**src/rtl/alu_pkg.sv**
```systemverilog
// Shared types and defaults for the ALU command sequencer.
package alu_pkg;

   typedef logic [7:0]  operand_t;
   typedef logic [15:0] result_t;

   typedef enum logic [2:0] {
      OpNop  = 3'd0,
      OpAdd  = 3'd1,
      OpSub  = 3'd2,
      OpAnd  = 3'd3,
      OpOr   = 3'd4,
      OpXor  = 3'd5,
      OpMul  = 3'd6,
      OpPass = 3'd7
   } opcode_t;

   typedef enum logic [1:0] {
      StIdle,
      StIssue,
      StDrain
   } seq_state_t;

   typedef struct packed {
      opcode_t  op;
      operand_t a;
      operand_t b;
   } cmd_t;

   localparam int unsigned DefCmdDepth      = 4;
   localparam int unsigned DefTimeoutCycles = 16;

endpackage

```
**src/rtl/alu_cmd_fifo.sv**
```systemverilog
// Command FIFO holding packed {op, a, b} entries; pointers carry one extra wrap bit.
module alu_cmd_fifo
   import alu_pkg::*;
#(
   parameter int unsigned DEPTH = DefCmdDepth
) (
   input  logic clk,
   input  logic reset,
   input  logic push,
   input  cmd_t push_data,
   input  logic pop,
   output cmd_t pop_data,
   output logic full,
   output logic empty
);

   localparam int unsigned AW = $clog2(DEPTH);

   cmd_t          mem [DEPTH];
   logic [AW:0]   wr_ptr_q;
   logic [AW:0]   rd_ptr_q;
   logic          do_push;
   logic          do_pop;

   // Full/empty come from registered pointers only, so a pop never frees space for a same-cycle push.
   assign full     = (wr_ptr_q[AW] != rd_ptr_q[AW]) && (wr_ptr_q[AW-1:0] == rd_ptr_q[AW-1:0]);
   assign empty    = (wr_ptr_q == rd_ptr_q);
   assign do_push  = push && !full;
   assign do_pop   = pop && !empty;
   assign pop_data = mem[rd_ptr_q[AW-1:0]];

   always_ff @(posedge clk) begin
      if (reset) begin
         wr_ptr_q <= '0;
         rd_ptr_q <= '0;
      end else begin
         if (do_push) wr_ptr_q <= wr_ptr_q + 1'b1;
         if (do_pop)  rd_ptr_q <= rd_ptr_q + 1'b1;
      end
   end

   always_ff @(posedge clk) begin
      if (do_push) mem[wr_ptr_q[AW-1:0]] <= push_data;
   end

endmodule

```
**src/rtl/alu_cmd_sequencer.sv**
```systemverilog
// Buffers ALU commands and issues them one at a time, returning tagged results.
// Optional done-timeout abort when ALU_SEQ_TIMEOUT_EN is defined.
module alu_cmd_sequencer
   import alu_pkg::*;
#(
   parameter int unsigned CMD_DEPTH      = DefCmdDepth,
   parameter int unsigned TIMEOUT_CYCLES = DefTimeoutCycles
) (
   input  logic     clk,
   input  logic     reset,
   input  logic     cmd_valid,
   output logic     cmd_ready,
   input  operand_t cmd_a,
   input  operand_t cmd_b,
   input  opcode_t  cmd_op,
   output logic     alu_start,
   output operand_t alu_a,
   output operand_t alu_b,
   output opcode_t  alu_op,
   input  logic     alu_done,
   input  result_t  alu_result,
   output logic     rsp_valid,
   input  logic     rsp_ready,
   output result_t  rsp_result,
   output opcode_t  rsp_op,
   output logic     rsp_err
);

   if (CMD_DEPTH < 2 || (CMD_DEPTH & (CMD_DEPTH - 1)) != 0) begin : g_bad_depth
      $error("CMD_DEPTH must be a power of two and at least 2");
   end
   if (TIMEOUT_CYCLES < 4) begin : g_bad_timeout
      $error("TIMEOUT_CYCLES must be at least 4");
   end

   seq_state_t state_q;
   cmd_t       cmd_in;
   cmd_t       head;
   logic       fifo_full;
   logic       fifo_empty;
   logic       pop;

   assign cmd_in    = '{op: cmd_op, a: cmd_a, b: cmd_b};
   assign cmd_ready = !fifo_full;
   // Issue only when the response slot is free or being emptied this cycle.
   assign pop       = (state_q == StIdle) && !fifo_empty && (!rsp_valid || rsp_ready);

   alu_cmd_fifo #(
      .DEPTH(CMD_DEPTH)
   ) u_fifo (
      .clk      (clk),
      .reset    (reset),
      .push     (cmd_valid),
      .push_data(cmd_in),
      .pop      (pop),
      .pop_data (head),
      .full     (fifo_full),
      .empty    (fifo_empty)
   );

`ifdef ALU_SEQ_TIMEOUT_EN
   localparam int unsigned TW = $clog2(TIMEOUT_CYCLES);
   logic [TW-1:0] tmo_cnt_q;
`else
   assign rsp_err = 1'b0;
`endif

   always_ff @(posedge clk) begin
      if (reset) begin
         state_q    <= StIdle;
         alu_start  <= 1'b0;
         alu_a      <= '0;
         alu_b      <= '0;
         alu_op     <= OpNop;
         rsp_valid  <= 1'b0;
         rsp_result <= '0;
         rsp_op     <= OpNop;
`ifdef ALU_SEQ_TIMEOUT_EN
         rsp_err    <= 1'b0;
         tmo_cnt_q  <= '0;
`endif
      end else begin
         if (rsp_valid && rsp_ready) rsp_valid <= 1'b0;
         unique case (state_q)
            StIdle: begin
               if (pop) begin
                  alu_a     <= head.a;
                  alu_b     <= head.b;
                  alu_op    <= head.op;
                  alu_start <= 1'b1;
                  state_q   <= StIssue;
`ifdef ALU_SEQ_TIMEOUT_EN
                  tmo_cnt_q <= '0;
`endif
               end
            end
            StIssue: begin
               if (alu_done) begin
                  rsp_result <= (alu_op == OpNop) ? '0 : alu_result;
                  rsp_op     <= alu_op;
                  rsp_valid  <= 1'b1;
                  alu_start  <= 1'b0;
                  state_q    <= StDrain;
`ifdef ALU_SEQ_TIMEOUT_EN
                  rsp_err    <= 1'b0;
               end else if (tmo_cnt_q == TW'(TIMEOUT_CYCLES - 1)) begin
                  rsp_result <= '0;
                  rsp_op     <= alu_op;
                  rsp_valid  <= 1'b1;
                  rsp_err    <= 1'b1;
                  alu_start  <= 1'b0;
                  state_q    <= StDrain;
               end else begin
                  tmo_cnt_q  <= tmo_cnt_q + 1'b1;
`endif
               end
            end
            // A late done from the ALU lands here and is dropped.
            StDrain: state_q <= StIdle;
            default: state_q <= StIdle;
         endcase
      end
   end

endmodule

```
**config.mk**
```make
export PLATFORM = sky130hd
export DESIGN_NAME = alu_cmd_sequencer
export DESIGN_NICKNAME = d
export VERILOG_FILES = /design/src/rtl/alu_pkg.sv /design/src/rtl/alu_cmd_fifo.sv /design/src/rtl/alu_cmd_sequencer.sv
export SDC_FILE = /design/constraint.sdc
export NUM_CORES = 1
export LEC_CHECK = 0
export CAP_MARGIN = 20
export CORE_MARGIN = 8
export CORE_UTILIZATION = 40
export CTS_CLUSTER_SIZE = 24
export DETAILED_ROUTE_END_ITERATION = 12
export PLACE_DENSITY = 0.62
export REMOVE_ABC_BUFFERS = 1
export SETUP_SLACK_MARGIN = 0.02
export SLEW_MARGIN = 40
export SYNTH_ARGS = -nofsm -noshare
export SYNTH_HDL_FRONTEND = slang
export SYNTH_HIERARCHICAL = 1
export SYNTH_SLANG_ARGS = --single-unit
```
**constraint.sdc**
```tcl
create_clock -name clk -period 5.9 [get_ports clk]
set_input_delay 0.59 -clock clk [delete_from_list [all_inputs] [get_ports clk]]
set_output_delay 0.59 -clock clk [all_outputs]
set_load 0.02 [all_outputs]
```
=== Yosys cells after proc, flatten, opt, wreduce, memory -nomap -nowiden ===
Memory sizes are Yosys's and may differ from the RTL's. A register that Yosys moved wholly into a read port is not among the register bits.
Index checks and enable logic that the tools add are counted.

* Latch bits: 0
* Memory bits (writable): 76
* Flip-flop bits (word level): 29
* Output and inout bits: 42
* Logic and storage cells: 45
* Bits in read-only memories: 0
* Memories kept: 1

{| class="wikitable"
|+ Memories
! memory !! depth !! bits a word !! rd ports !! clocked after Yosys merged registers in !! write ports !! line !! source
|-
| u_fifo.mem || 4 || 19 || 1 || 1 || 1 || alu_cmd_fifo.sv:19 || <nowiki>cmd_t mem [DEPTH];</nowiki>
|}

* Add/subtract/negate cells: 2
* Magnitude comparators: 0
* Reductions and logical operators: 17
* Muxes and demuxes: 12
* Bitwise gates (word level): 0
* Divide/modulo/power cells: 0
* Shifts and indexed selects: 0
* Equal/unequal tests: 6
* Multiply operators: 0

{| class="wikitable"
|+ Operators with widths
! kind !! count
|-
| 16-bit 2-to-1 mux || 1
|-
| 1-bit 2-to-1 mux || 7
|-
| 3-bit by 1-bit adder with 3-bit output (second input constant) || 2
|-
| 1-bit logical AND || 6
|-
| 2-bit AND reduction || 3
|-
| 2-bit 2-to-1 mux || 2
|-
| 2-bit case mux with 2 select lines || 1
|-
| 3-bit equality test || 1
|-
| 1-bit zero test || 3
|-
| 3-bit zero test || 1
|-
| 3-bit AND reduction || 1
|-
| 2-bit by 1-bit equality test with 1-bit output (second input constant) || 1
|-
| 2-bit equality test || 1
|-
| 2-bit zero test || 1
|-
| 2-bit by 1-bit != test with 1-bit output (second input constant) || 1
|-
| 2-bit != test (second input constant) || 1
|-
| 1-bit case mux with 2 select lines || 1
|-
| 2-bit nonzero test || 1
|-
| 1-bit logical OR || 1
|-
| 1-bit != test || 1
|}

=== Depth between registers and ports, before layout ===
* Depth after elaboration: 6
* Mapped depth: 11
* Depth with buffers taken out: 8

=== By module ===
Netlist, hierarchy kept.

{| class="wikitable"
|+ By module, submodules not included
! module !! cells an instance !! seq. area each (um2) !! area each (um2) !! times used
|-
| alu_cmd_fifo || 167 || 2442.3 || 3313.2 || 1
|-
| alu_cmd_sequencer || 151 || 840.8 || 1677.9 || 1
|}

=== Worst setup path after synthesis ===
No wires, ideal clock.

* Path kind: register to register
* Start point: reg u_fifo.wr_ptr_q[1]
* End point: reg with a tool-made name
* Stages on the path, launching flop included: 12
* Data required time: 5.768 ns
* Path buffers: 3
* Arrival time: 2.244 ns
* Period minus slack after synthesis: 2.377 ns
* Setup slack: 3.523 ns
* Cell sequence: dfxtp_1 > buf_6 > xnor2_1 > nand2_1 > nor2_1 > nor3_4 > and2_4 > buf_12 > buf_12 > nor3b_1 > a21oi_1 > o211ai_1

{| class="wikitable"
|+ RTL lines
! element !! line !! source
|-
| from (decl) || alu_cmd_fifo.sv:20 || <nowiki>logic [AW:0] wr_ptr_q;</nowiki>
|-
| from (signal assigned) || alu_cmd_fifo.sv:37 || <nowiki>if (do_push) wr_ptr_q <= wr_ptr_q + 1'b1;</nowiki>
|}

=== Final worst setup path ===
* Start point: reg u_fifo.wr_ptr_q[0]
* End point: out cmd_ready

* Longest elaborated chain between the ends: 3

{| class="wikitable"
|+ RTL lines
! element !! line !! source
|-
| 2-bit equality test || alu_cmd_fifo.sv:26 || <nowiki>assign full = (wr_ptr_q[AW] != rd_ptr_q[AW]) && (wr_ptr_q[AW-1:0] == rd_ptr_q[AW-1:0]);</nowiki>
|-
| 1-bit logical AND || alu_cmd_fifo.sv:26 ||
|-
| net fifo_full || alu_cmd_sequencer.sv:39 || <nowiki>logic fifo_full;</nowiki>
|-
| 1-bit zero test || alu_cmd_sequencer.sv:44 || <nowiki>assign cmd_ready = !fifo_full;</nowiki>
|-
| to (decl) || alu_cmd_sequencer.sv:12 || <nowiki>output logic cmd_ready,</nowiki>
|}

The timed path passes the listed nets, and every way through them passes these cells.

==> impl_metrics.json <==
{
  "leakage_nw": 2.18,
  "cp.required_ns": 5.31,
  "skew_ns": 0.00786,
  "final-setup-viol-count": 0,
  "synthesis.area_mm2": 0.00499,
  "wl_met1_mm": 4.47,
  "utilization_pct": 51.5,
  "chipHeight_um": 128,
  "clkSinkCount": 126,
  "hold_viol": 0,
  "finalSetupTns_ns": 0,
  "antennaDiodeCount": 0,
  "nets": 445,
  "ys_ff_latch": 126,
  "dr.first_iter.drc_count": 185,
  "maxSlewHeadroom_pct": 55.1,
  "crit_path_end": "cmd_ready",
  "synthFlopType": "edfxtp_1",
  "wl_per_cell_um": 17.6,
  "cp-start-kind": "flip-flop",
  "netlist.area_leader.share_pct": 45.7,
  "portBuffers": 80,
  "start_util_pct": 40.2,
  "rows": 41,
  "cts_root_buf": "clkbuf_16",
  "antenna_found_initial": 0,
  "cpPeakStageDelay_ns": 0.58,
  "finalWorstSetupSlack_ns": 2.86,
  "r2r-start": "u_fifo/wr_ptr_q[0]",
  "finalCritPeriodShare_pct": 51.6,
  "cap_violations": 0,
  "synth_top_area_cell": "edfxtp_1",
  "syn_avg_cell_area_um2": 15.7,
  "cpMaxStageDelayCell": "xnor2_1",
  "top_layer": "met4",
  "clockBufferDepth": 2,
  "power_density_mw_per_mm2": 464,
  "path_cells": "xnor2_1, nand2_1, nor2_1, inv_1, clkdlybuf4s50_1",
  "grt_start_max_net_pins": 31,
  "worstSetupStartpoint": "u_fifo/wr_ptr_q[0]",
  "end_kind": "output port",
  "drt_wl_total_mm": 10.3,
  "cts_resized": 0,
  "cp.depth": 5,
  "fmax_ghz": 0.329,
  "htree_levels": 4,
  "routed-wl-met2_mm": 5.13,
  "synth_area_leaders": "edfxtp_1, dfxtp_1, mux4_2",
  "tightestPinTransition_ns": 0.668,
  "rsz0062_at_grt": "false",
  "reg2reg_slack_ns": 3.07,
  "hp-class": "reg -> reg",
  "final_antenna_net_count": 0,
  "holdWs_ns": 0.471,
  "cts_setup_buffers": 0,
  "grt_use_total_pct": 13.4,
  "cp_max_fo": 8,
  "fin_crit_ns": 3.04,
  "avgViaCountPerCell": 4.96,
  "post-place-ws_ns": 3.09,
  "vias": 2901,
  "pin_count": 82,
  "path_clk_slew_ns": 0.05,
  "synth-warning-count": 6,
  "grt_pass1_vias": 3104,
  "area_growth_syn_to_layout_pct": 28.1,
  "final_common_cell": "clkdlybuf4s50_1",
  "cts_hold_buf": 0,
  "synth.distinct_cells": 42,
  "routed-wl-met3_um": 668,
  "die_w_um": 128,
  "drcViolationCount": 0,
  "cts_buffers": 17,
  "dieArea_mm2": 0.0163,
  "first_pass_iters": 4,
  "clk_latency_ns": 0.41,
  "path_class": "reg -> out",
  "grt_overflow_total": 0,
  "async_flop_share_pct": 0,
  "fp.coreArea_mm2": 0.0124,
  "yosysSeqAreaShare_pct": 65.8,
  "routabilityCongestion": 0.761,
  "path_buf_inv": 2,
  "outcome": "completed",
  "synth_edf_count": 76,
  "syn_inst": 318,
  "drive_above_1_share_pct": 14.3,
  "cts_tree": "done",
  "crit_family": "buffers and inverters",
  "rr_worst_depth": 8,
  "grt_pass1_wl_mm": 16.4,
  "drv_slew": 0,
  "dp_hpwl_mm": 6.40,
  "layout_common_cells": "clkdlybuf4s50_1, edfxtp_1, dfxtp_1",
  "ir_drop_mv": 0.257,
  "critical_path_arrival_ns": 2.45
}
## kinds of logic (layout without fill, tap and decap cells)
group	Yosys count	after routing	share of synthesized area [%]
AO/OA/AOI/OAI	48	48	7.12
XOR/XNOR	6	6	1.05
adder cells (fa/ha/maj)	5	5	1.25
buffers and inverters	25	120	3.81
flip-flops	126	126	65.8
multiplexers	36	36	12.0
other	1	1	0.0751
AND/OR/NAND/NOR	71	71	8.92
## synth_stat cells (3+ instances only)
| cell | count |
|---|---|
| o21ai_0 | 4 |
| a21oi_1 | 9 |
| a31oi_1 | 4 |
| ha_1 | 5 |
| buf_2 | 4 |
| buf_6 | 5 |
| dfxtp_1 | 50 |
| and2_1 | 3 |
| mux2i_1 | 17 |
| mux4_2 | 19 |
| a22o_1 | 16 |
| nor3b_1 | 5 |
| xnor2_1 | 3 |
| o211ai_1 | 5 |
| edfxtp_1 | 76 |
| clkbuf_1 | 5 |
| o41ai_1 | 5 |
| inv_1 | 5 |
| nand2_1 | 5 |
| nand3_1 | 8 |
| nor2_1 | 8 |
| nand2b_1 | 29 |
| xor2_1 | 3 |
## final cells by class
| cell class | instances | area, um^2 |
|---|---|---|
| fill | 1066 | 6020 |
| sequential | 126 | 3280 |
| multi-input combinational | 167 | 1530 |
| timing repair buffer | 83 | 818 |
| clock buffer | 26 | 489 |
| tap | 172 | 215 |
| clock inverter | 6 | 37.5 |
| inverter | 5 | 18.8 |
## power breakdown
part           switching (mW)  internal (mW)  leakage [nW]
clock network           0.344          0.567         0.252
logic                   0.452          0.387         0.826
registers               0.108           1.11          1.11
total                   0.904           2.06          2.18
## how the worst min path moves through the flow
stage                        from                 end  slack (ns)  cells after the start
5_1_grt             rsp_result[8]       rsp_result[8]        0.48                      1
4_1_cts                  alu_b[5]            alu_b[5]        0.47                      2
3_5_place_dp        rsp_result[8]       rsp_result[8]        0.46                      1
3_3_place_gp       rsp_result[13]      rsp_result[13]        0.46                      1
2_1_floorplan  u_fifo/rd_ptr_q[2]  u_fifo/rd_ptr_q[2]        0.49                      2
6_report                 alu_b[5]            alu_b[5]        0.47                      2
## routing by layer
layer,global-route usage (%),up-vias
met5,0,-
li1,-,1382
met2,21.8,77
met4,5.80,0
met3,5.78,2
met1,15.1,1440
## through the flow
stage	total power, mW	instances	cell area, um^2
final	2.97	585	6390
after detailed placement	2.08	553	5870
after global placement	2.07	553	5860
after global routing	3.12	585	6390
after CTS	3.01	585	6390
after floorplan	1.73	298	4820
## sequential cells by signal, indices dropped and copies added, names as in the netlist, 3 cells and up, named ones only
signal and count:
u_fifo/mem 76, u_fifo/wr_ptr_q 3, alu_b 8, alu_op 3, rsp_op 3, rsp_result 16, alu_a 8, u_fifo/rd_ptr_q 3
## worst reg2reg max path, stage by stage, from the launching register on
cell,delay (ns)
dfxtp_1,0.39
xnor2_1,0.58
nand2_1,0.29
nor2_1,0.49
nor3_4,0.12
and2_4,0.31
nor3b_1,0.21
a21oi_1,0.20
o211ai_1,0.11
Power figures use the tool's default switching activity.
